[src/rtl/sdma_ts_event_gen.sv]
// sdma_ts_event_gen
//   Tracks outstanding DMA jobs per channel and turns busy-period edges into
//   single-cycle start/end pulses for the timestamp logger.
//
// Ports
//   i_clk        block clock
//   i_rst_n      asynchronous active-low reset
//   i_enable     gates start/end pulse generation (tracking always runs)
//   i_clear      synchronous clear of counters and sticky errors
//   i_cmd_valid  per-channel job command valid
//   i_cmd_ready  per-channel job command ready (accept = valid & ready)
//   i_done       per-channel single-cycle job-completion pulse
//   o_ts_start   registered busy-period start pulse
//   o_ts_end     registered busy-period end pulse
//   o_busy       registered, high while the outstanding count is non-zero
//   o_err_ovf    sticky: accept while the counter was saturated
//   o_err_udf    sticky: done while the counter was zero

package timestamp_logger_sdma_pkg;
    parameter int unsigned TimeLogNumDevs = 4;
endpackage

module sdma_ts_event_gen #(
    parameter int unsigned NumDevs = timestamp_logger_sdma_pkg::TimeLogNumDevs,
    parameter int unsigned OutstW  = 4
) (
    input  logic               i_clk,
    input  logic               i_rst_n,
    input  logic               i_enable,
    input  logic               i_clear,
    input  logic [NumDevs-1:0] i_cmd_valid,
    input  logic [NumDevs-1:0] i_cmd_ready,
    input  logic [NumDevs-1:0] i_done,
    output logic [NumDevs-1:0] o_ts_start,
    output logic [NumDevs-1:0] o_ts_end,
    output logic [NumDevs-1:0] o_busy,
    output logic [NumDevs-1:0] o_err_ovf,
    output logic [NumDevs-1:0] o_err_udf
);

    localparam logic [OutstW-1:0] CntMax  = '1;
    localparam logic [OutstW-1:0] CntZero = '0;
    localparam logic [OutstW-1:0] CntOne  = {{(OutstW-1){1'b0}}, 1'b1};

    logic [OutstW-1:0]  r_cnt [NumDevs];
    logic [OutstW-1:0]  w_cnt_d [NumDevs];
    logic [NumDevs-1:0] r_start, r_end, r_busy, r_err_ovf, r_err_udf;
    logic [NumDevs-1:0] w_start_d, w_end_d, w_busy_d, w_ovf_d, w_udf_d;
    logic [NumDevs-1:0] w_accept;

    assign w_accept = i_cmd_valid & i_cmd_ready;

    always_comb begin
        for (int unsigned i = 0; i < NumDevs; i++) begin
            w_cnt_d[i] = r_cnt[i];
            w_ovf_d[i] = r_err_ovf[i];
            w_udf_d[i] = r_err_udf[i];
            if (i_clear) begin
                w_cnt_d[i] = CntZero;
                w_ovf_d[i] = 1'b0;
                w_udf_d[i] = 1'b0;
            end else begin
                case ({w_accept[i], i_done[i]})
                    2'b10: begin
                        if (r_cnt[i] == CntMax) begin
                            w_ovf_d[i] = 1'b1;
                        end else begin
                            w_cnt_d[i] = r_cnt[i] + CntOne;
                        end
                    end
                    2'b01: begin
                        if (r_cnt[i] == CntZero) begin
                            w_udf_d[i] = 1'b1;
                        end else begin
                            w_cnt_d[i] = r_cnt[i] - CntOne;
                        end
                    end
                    2'b11: begin
                        // A done with nothing outstanding is an underflow; the
                        // accept still opens a busy period.
                        if (r_cnt[i] == CntZero) begin
                            w_cnt_d[i] = CntOne;
                            w_udf_d[i] = 1'b1;
                        end
                    end
                    default: ;
                endcase
            end
            w_busy_d[i]  = (w_cnt_d[i] != CntZero);
            // Clear aborts busy periods silently, so pulses are masked by it.
            w_start_d[i] = i_enable && !i_clear && (r_cnt[i] == CntZero)
                           && (w_cnt_d[i] != CntZero);
            w_end_d[i]   = i_enable && !i_clear && (r_cnt[i] != CntZero)
                           && (w_cnt_d[i] == CntZero);
        end
    end

    always_ff @(posedge i_clk or negedge i_rst_n) begin
        if (!i_rst_n) begin
            for (int unsigned i = 0; i < NumDevs; i++) begin
                r_cnt[i] <= CntZero;
            end
            r_start   <= '0;
            r_end     <= '0;
            r_busy    <= '0;
            r_err_ovf <= '0;
            r_err_udf <= '0;
        end else begin
            for (int unsigned i = 0; i < NumDevs; i++) begin
                r_cnt[i] <= w_cnt_d[i];
            end
            r_start   <= w_start_d;
            r_end     <= w_end_d;
            r_busy    <= w_busy_d;
            r_err_ovf <= w_ovf_d;
            r_err_udf <= w_udf_d;
        end
    end

    assign o_ts_start = r_start;
    assign o_ts_end   = r_end;
    assign o_busy     = r_busy;
    assign o_err_ovf  = r_err_ovf;
    assign o_err_udf  = r_err_udf;

endmodule

[config.mk]
export PLATFORM = sky130hd
export DESIGN_NAME = sdma_ts_event_gen
export DESIGN_NICKNAME = d
export VERILOG_FILES = /design/src/rtl/sdma_ts_event_gen.sv
export SDC_FILE = /design/constraint.sdc
export NUM_CORES = 1
export LEC_CHECK = 0
export CAP_MARGIN = 40
export CORE_ASPECT_RATIO = 1.25
export CORE_MARGIN = 2
export CORE_UTILIZATION = 49
export DETAILED_ROUTE_END_ITERATION = 8
export PLACE_DENSITY = 0.77
export SYNTH_ARGS = -nofsm -noshare
export SYNTH_HDL_FRONTEND = slang
export SYNTH_SLANG_ARGS = --single-unit
[constraint.sdc]
create_clock -name i_clk -period 2.58 [get_ports i_clk]
set_clock_uncertainty 0.05 [all_clocks]
set_input_delay 0.516 -clock i_clk [delete_from_list [all_inputs] [get_ports i_clk]]
set_output_delay 0.516 -clock i_clk [all_outputs]
set_load 0.02 [all_outputs]
# Word-level counts from Yosys, hierarchy flattened
# Index checks and enable logic that the tools add are counted.
[word_totals]
regBits = 36
in_bits = 16
output_inout_bits = 20
wordCells = 146
[classes]
add_sub_neg = 8
n_eq_ne = 16
muxes = 44
bitwise_logic = 1
n_reduce_logical = 62
[ops]
columns = ["op", "n"]
rows = [
  ["4-bit two-way mux", 16],
  ["4-bit case mux with 3 select lines", 4],
  ["4-bit zero test", 8],
  ["2-bit nonzero test", 16],
  ["4-bit nonzero test", 8],
  ["1-bit two-way mux", 24],
  ["1-bit logical AND", 17],
  ["4-bit by 1-bit adder with 4-bit output (second input constant)", 4],
  ["2-bit equality test (second input constant)", 8],
  ["4-bit equality test (second input constant)", 4],
  ["2-bit AND reduction", 8],
  ["4-bit by 1-bit subtractor with 4-bit output (second input constant)", 4],
  ["2-bit by 1-bit equality test with 1-bit output (second input constant)", 4],
  ["2-bit OR reduction", 4],
  ["4-bit AND", 1],
  ["1-bit zero test", 1],
]

# Longest topological paths before layout
# Gate-level depths: netlist of run 1.
[logic_depth]
depth_word = 6
depth_mapped = 12
ltp_nobuf = 12

# Worst setup path before layout of run 1
# OpenSTA, ideal clock, no wires.
[synth_timing]
path_kind = "reg-to-reg"
startpoint = "register r_cnt[8] in the netlist's numbering"
endpoint = "register r_start[1], in the netlist o_ts_start[1]"
setup_time_ps = 120
t_arrival_ps = 2387
required_time_ps = 2410
setup_slack_ps = 23
path_stages_with_launch = 13
path_buffers = 0
synth_period_minus_slack_ps = 2557
cell_sequence = "dfrtp_1 > inv_1 > ha_1 > inv_2 > nor3_4 > inv_2 > ha_1 > and2_1 > o21ai_1 > o31ai_1 > nor2_1 > or4_4 > and3_1"
[synth_rtl]
columns = ["element", "line", "text"]
rows = [
  ["start, declared", "45", "logic [OutstW-1:0] r_cnt [NumDevs];"],
  ["start signal, assigned by index", "101", "r_cnt[i] <= CntZero;"],
  ["start signal, assigned by index", "110", "r_cnt[i] <= w_cnt_d[i];"],
  ["end signal, assigned", "112", "r_start <= w_start_d;"],
  ["end, declared", "47", "logic [NumDevs-1:0] r_start, r_end, r_busy, r_err_ovf, r_err_udf;"],
]

==> key figures, run 1 <==
Status
  – Outcome: complete, no violations

Clock network
  – Clock latency at the later pin of the worst-skew pair: 0.28 ns
  – CTS max path bufs: 2
  – H-tree Lvls: 2
  – CTS tree: yes
  – CTS sink count: 36
  – Root buf cell: clkbuf_8
  – CTS clk-pin slew, worst paths: ~0.080 ns
  – CTS buffer count: 5

Critical path
  – Critical Path Max Stage Delay: approximately 0.53 ns
  – Slowest cell on the critical path: or4_4
  – Cell family with most CP delay: simple AND/OR/NAND/NOR gates
  – Most frequent cell on the critical path: inv_2
  – Crit path cell chain: inv_2 -> ha_4 -> inv_2 -> nor3_4 -> inv_2 -> ha_4 -> and2_4 -> o21ai_2 -> o31ai_1 -> nor2_1 -> or4_4 -> and3_4
  – Buffer and inverter count on the worst path: 3
  – Worst Path Arrival: 2.67 ns
  – Worst reg-to-reg setup slack: approximately 0.050 ns
  – CP startpoint kind: flip-flop
  – CP Class: flip-flop to flip-flop
  – CP Max Fanout: 3
  – CP Capture Type: flip-flop
  – WP data required: 2.72 ns

Power and ir drop
  – Pleak: 1.388 nW
  – Worst VDD drop: between 300 and 400 µV
  – Pwr/cell area: 663.9 nW/µm²
  – Total power: 2.115 mW

Drt
  – Final ANT Viol Nets: 0
  – Vias: 2327
  – TritonRoute pass-1 iters: 4
  – 1st-iter DRT viols: 200
  – Via/cell ratio: a little under 6
  – Drt total wl: 5887 µm
  – Wire per inst: between 10 and 15 µm
  – DRC violations left: 0

Global route
  – Antenna violations before repair: 0
  – Largest net degree at the start of global routing: 37
  – Total Routing Usage GR: approximately 22%
  – Number of global-route vias before repair: 2147
  – Grt ovf: 0
  – First-pass GRT wire length: 9280 µm

Timing
  – Final Setup Violations: 0
  – Slew @ Worst Pin: around 0.78 ns
  – Fin crit share: 98.04%
  – RSZ-0062 raised after global routing: yes
  – Worst Slack Setup Final: between 0.05 and 0.06 ns
  – Final Max Tran Viols: 0
  – Min Hold Slack: 0.2528 ns
  – FMAX: 395.3 MHz
  – Hold Fails Final Rpt: 0
  – Max-slew headroom: 48.13%
  – Final Critical Period: between 2 and 3 ns

Die
  – Num rows: 28
  – Die ar.: 5512 µm²
  – Die Y: 82.51 µm
  – Core area: 4730 µm²
  – Die X: between 60 and 70 µm
  – I/O Pins: 36
  – Starting Density: 51.08%

Placement
  – Dpl cells: 385
  – Port bufs: 35
  – Detailed placement HPWL: 4378 µm
  – Setup WS pre-CTS: around 0.0034 ns
  – Final GP Congestion: 0.9396

Finish
  – Final nets: 364
  – Non-filler cells, final: 397
  – Final core utilization: between 60 and 70%
  – Commonest non-fill, non-tap cell in the layout: dfrtp_1
  – Fraction of layout cells with a size suffix above 1: 19.29%
  – Area Overhead vs Synth: 31.85%
  – # diodes: 0
  – Commonest cells after routing, fill and taps aside: dfrtp_1, clkdlybuf4s50_1, buf_4

Yosys
  – Ys Warns: 0
  – Commonest register cell after synthesis: dfrtp_1
  – Asr flop ratio synth: 100.0%
  – Post-synth EDFFs: 0
  – Synthesized area per cell: 8.850 µm²
  – #FFs+latches synth: 36
  – Library cells used by synthesis: 65
  – Syn_nets: 301
  – Synthesized instance count: 273
  – Mapped Area: 2416 µm²
  – Sequential element share of the synthesized area: 37.29%

Run
  – Max-cap viol count: 0

Worst hold path
  – Worst hold path type: input pin to async pin
==> through the flow <==
stage                     area, µm²  setup TNS [ns]
final                          3186               0
after global routing           3186         -0.1026
after CTS                      3110               0
after detailed placement       2995               0
after global placement         2995               0
after floorplan                2416               0
==> flip-flops by register name, indices dropped and copies added (netlist names) <==
signal / count
r_cnt: 16
o_ts_start: 4
o_err_udf: 4
o_busy: 4
o_ts_end: 4
o_err_ovf: 4
==> cells in the mapped netlist, types with 2 or more instances <==
master / number / share of area (%)
dfrtp_1: 36 / 37
nor2_1: 27 / 4.2
inv_1: 18 / 2.8
nand2_1: 17 / 2.6
nor3_1: 15 / 3.1
a21oi_1: 14 / 2.9
ha_1: 12 / 6.2
nand3_1: 10 / 2.1
and3_1: 8 / 2.1
o21ai_0: 8 / 1.7
a31oi_1: 7 / 1.8
and2_1: 6 / 1.6
buf_2: 5 / 1.0
clkbuf_1: 5 / 0.78
nand4_1: 5 / 1.3
nand4b_1: 5 / 1.8
o21ai_1: 5 / 1.0
a211oi_1: 3 / 0.93
a22o_1: 3 / 1.1
a32oi_1: 3 / 1.1
xnor2_1: 3 / 1.1
a21boi_0: 2 / 0.62
a21boi_1: 2 / 0.62
and3b_1: 2 / 0.73
inv_2: 2 / 0.31
mux2i_1: 2 / 0.83
nand3b_1: 2 / 0.62
nor2b_1: 2 / 0.52
nor3_2: 2 / 0.83
nor3b_2: 2 / 1.0
nor4_1: 2 / 0.52
o2111ai_1: 2 / 0.73
o31ai_1: 2 / 0.62
o32ai_1: 2 / 0.73
or4b_1: 2 / 0.83
==> layout make-up <==
type / count / area, µm²
Timing Repair Buffer: 68 / 593.1
Fill cell: 400 / 1544
Clock inverter: 3 / 46.29
Clock buffer: 5 / 68.82
Sequential cell: 36 / 900.9
Inverter: 20 / 75.07
Multi-Input combinational cell: 205 / 1426
Tap cell: 60 / 75.07
==> where the power goes <==
| part | internal [mW] | switching, mW |
|---|---|---|
| clock network | 0.291 | 0.212 |
| registers | 0.639 | 0.0498 |
| logic | 0.445 | 0.478 |
==> final timing paths <==
kind                              start       endpoint  cells after the start
hold reg to reg            o_err_udf[2]   o_err_udf[2]                      2
min in group i_clk         o_err_udf[2]   o_err_udf[2]                      2
hold / removal                  i_rst_n       r_cnt[4]                      1
setup reg to reg               r_cnt[8]  o_ts_start[1]                     12
max in group asynchronous       i_rst_n  o_ts_start[2]                      1
setup / recovery               r_cnt[8]  o_ts_start[1]                     12
==> per-layer routing <==
layer  up-vias  part of all wire [%]  GRT usage, %
li1       1144                     -             -
met4         0                   1.1         7.143
met5         -                     0             0
met3         7                   4.0         3.930
met2        56                    52         40.10
met1      1120                    43         25.70
==> repair_timing <==
item | 4_1_cts | 5_1_grt
resized for setup | 0 | 11
hold buffers | 0 | 0
setup buffers | 0 | 4
endpoints found under the hold margin | 0 | 0
setup endpoints to repair | 0 | 3
==> logic make-up (layout without fill, tap and decap cells) <==
group / count (synthesis) / in the layout / synth area share [%]
AOI/OAI and AO/OA: 71 / 71 / 21.23
adders and majority gates: 13 / 13 / 6.629
muxes: 3 / 3 / 1.295
xor gates and xnor gates: 3 / 3 / 1.088
buffers and inverters: 32 / 96 / 5.541
DFF: 36 / 36 / 37.29
and+or+nand+nor: 115 / 115 / 26.93
No activity file was read; power rests on OpenSTA's default activity.
==> run 2, diff against run 1 <==
--- a/config.mk
+++ b/config.mk
@@ -6,11 +6,14 @@
 export NUM_CORES = 1
 export LEC_CHECK = 0
 export CAP_MARGIN = 40
-export CORE_ASPECT_RATIO = 1.25
+export CELL_PAD_IN_SITES_DETAIL_PLACEMENT = 2
+export CELL_PAD_IN_SITES_GLOBAL_PLACEMENT = 2
+export CORE_ASPECT_RATIO = 0.6
 export CORE_MARGIN = 2
-export CORE_UTILIZATION = 49
+export CORE_UTILIZATION = 30
 export DETAILED_ROUTE_END_ITERATION = 8
 export PLACE_DENSITY = 0.77
+export SLEW_MARGIN = 20
 export SYNTH_ARGS = -nofsm -noshare
 export SYNTH_HDL_FRONTEND = slang
 export SYNTH_SLANG_ARGS = --single-unit
==> key figures, run 2 (synthesis gave the netlist of run 1 again) <==
Global route
  – Antenna violations before repair: 0 (unchanged)
  – Grt ovf: 0 (unchanged)
  – Number of global-route vias before repair: 2755 (+28%)
  – Total Routing Usage GR: 21.44% (-0.45 points)
  – First-pass GRT wire length: 14660 µm (+58%)
  – Largest net degree at the start of global routing: 37 (unchanged)

Drt
  – Metal2 WL: 4837 µm (+57%)
  – Drt total wl: 9972 µm (+69%)
  – TritonRoute pass-1 iters: 4 (unchanged)
  – Via/cell ratio: 5.619 (-4.1%)
  – DRC violations left: 0 (unchanged)
  – Vias: 2540 (+9.2%)
  – DR top layer: met4
  – 1st-iter DRT viols: 73 (-64%)
  – Wl on met1: 4495 µm (+79%)
  – Final ANT Viol Nets: 0 (unchanged)
  – Met3 WL: 377 µm (+61%)
  – Wire per inst: 22.06 µm (+49%)

Placement
  – Setup WS pre-CTS: -0.06969 ns (-0.07306 ns)
  – Dpl cell area: 3075 µm² (+2.7%)
  – Dpl cells: 434 (+13%)
  – Detailed placement HPWL: 6294 µm (+44%)
  – Final GP Congestion: 0.8483 (-9.7%)
  – Port bufs: 35 (unchanged)

Critical path
  – CP Max Fanout: 4 (+1)
  – Worst Path Arrival: 2.70 ns (+0.03 ns)
  – Critical Path Max Stage Delay: 0.39 ns (-0.14 ns)
  – WP data required: 2.70 ns (-0.02 ns)
  – CP Class: flip-flop to flip-flop
  – Crit path cell chain: inv_1 -> ha_4 -> nor3b_4 -> inv_1 -> ha_1 -> and2_1 -> o21ai_1 -> o22a_1 -> o221ai_2 -> nand4_1 -> and3_1
  – Most frequent cell on the critical path: inv_1
  – CP Capture Type: flip-flop
  – CP startpoint kind: flip-flop
  – Slowest cell on the critical path: dfrtp_1

Clock network
  – Clock latency at the later pin of the worst-skew pair: 0.28 ns (about the same)
  – CTS sink count: 36 (unchanged)
  – H-tree Lvls: 2 (unchanged)
  – CTS tree: yes
  – CTS buffer count: 5 (unchanged)
  – CTS max path bufs: 2 (unchanged)
  – Root buf cell: clkbuf_16
  – Hold buffer count at CTS: 0 (unchanged)
  – CTS clk-pin slew, worst paths: 0.06 ns (-0.02 ns)

Timing
  – Worst Slack Setup Final: 0.001075 ns (-0.04939 ns)
  – Max-slew headroom: 48.46% (+0.33 points)
  – Slew @ Worst Pin: 0.7611 ns (-0.01698 ns)
  – Hold Fails Final Rpt: 0 (unchanged)
  – Final Max Tran Viols: 0 (unchanged)
  – Fin crit share: 99.96% (+1.9 points)
  – FMAX: 387.8 MHz (-1.9%)
  – Final Critical Period: 2.579 ns (+0.04939 ns)
  – Final setup TNS: 0 ns (unchanged)
  – Final Setup Violations: 0 (unchanged)

Power and ir drop
  – Pleak: 1.463 nW (+5.4%)
  – Worst VDD drop: 460.2 µV (+23%)
  – Pwr/cell area: 713.7 nW/µm² (+7.5%)

Finish
  – Fillers: 838 (+110%)
  – Non-filler cells, final: 452 (+14%)
  – Area Overhead vs Synth: 43.19%
  – Commonest cells after routing, fill and taps aside: buf_4, dfrtp_1, clkdlybuf4s50_1
  – Final nets: 371 (+1.9%)
  – Most flops, register: r_cnt
  – Final core utilization: 44.06% (-23 points)
  – Final Instance Area: 3460 µm² (+8.6%)
  – Number of flip-flops in the largest register: 16 (unchanged)
  – Commonest non-fill, non-tap cell in the layout: buf_4
  – Fraction of layout cells with a size suffix above 1: 24.13% (+4.8 points)
  – # diodes: 0 (unchanged)

Die
  – Core area: 7851 µm² (+66%)
  – Die ar.: 8811 µm² (+60%)
  – Die X: 119.9 µm (+79%)
  – I/O Pins: 36 (unchanged)
  – Starting Density: 30.77% (-20 points)
  – Num rows: 25 (-11%)
  – Die Y: 73.52 µm (-11%)

Worst hold path
  – Worst hold path type: input pin to async pin

Status
  – Outcome: complete, no violations

Run
  – Max-cap viol count: 0 (unchanged)
run 2: what timing repair did:
action | 4_1_cts | 5_1_grt
pin swaps | 7 | 9
endpoints found under the setup margin | 4 | 10
resized for setup | 9 | 21
setup buffers | 7 | 2
run 2: path summary, 6_finish.rpt:
check | to | slack (ns) | cells after the start | from
setup / recovery | o_ts_start[0] | 0.001 | 11 | r_cnt[13]
hold / removal | r_cnt[14] | 0.009 | 1 | i_rst_n
setup reg to reg | o_ts_start[0] | 0.001 | 11 | r_cnt[13]
hold reg to reg | o_err_ovf[2] | 0.44 | 2 | o_err_ovf[2]
max in group asynchronous | r_cnt[10] | 2.07 | 2 | i_rst_n
min in group i_clk | o_err_ovf[2] | 0.44 | 2 | o_err_ovf[2]
run 2: layout make-up:
type                            count  area (µm²)  share of cell area, %
Inverter                           20       75.07                  2.170
Timing Repair Buffer               75       670.6                  19.39
Tap cell                          108       135.1                  3.906
Sequential cell                    36       900.9                  26.04
Clock inverter                      1       7.507                 0.2170
Multi-Input combinational cell    205        1528                  44.16
Clock buffer                        7       142.6                  4.123
run 2: metrics by stage:
stage	hold slack (ns)	total power, mW
after floorplan	0.1704	1.233
after global placement	0.4295	1.589
after detailed placement	0.4371	1.643
after CTS	0.3082	2.341
after global routing	0.01033	2.609
final	0.008683	2.469
run 2: routing by layer:
metal / track usage [%] / vias up
met3: 5.280 / 18
met1: 27.72 / 1295
met2: 36.57 / 63
li1: - / 1164
met4: 5.229 / 0
met5: 0 / -
run 2: critical path: cells and delay by family (launching register included):
kind	cells	cell delay (ns)
compound gates	3	0.59
fa+ha+maj	2	0.45
buf+inv	2	0.23
flops	1	0.39
simple gates	4	0.76
run 2: report_power, final:
| part | internal [mW] | switching [mW] |
|---|---|---|
| clock network | 0.385 | 0.236 |
| logic | 0.515 | 0.628 |
| registers | 0.641 | 0.0636 |
| total | 1.54 | 0.928 |
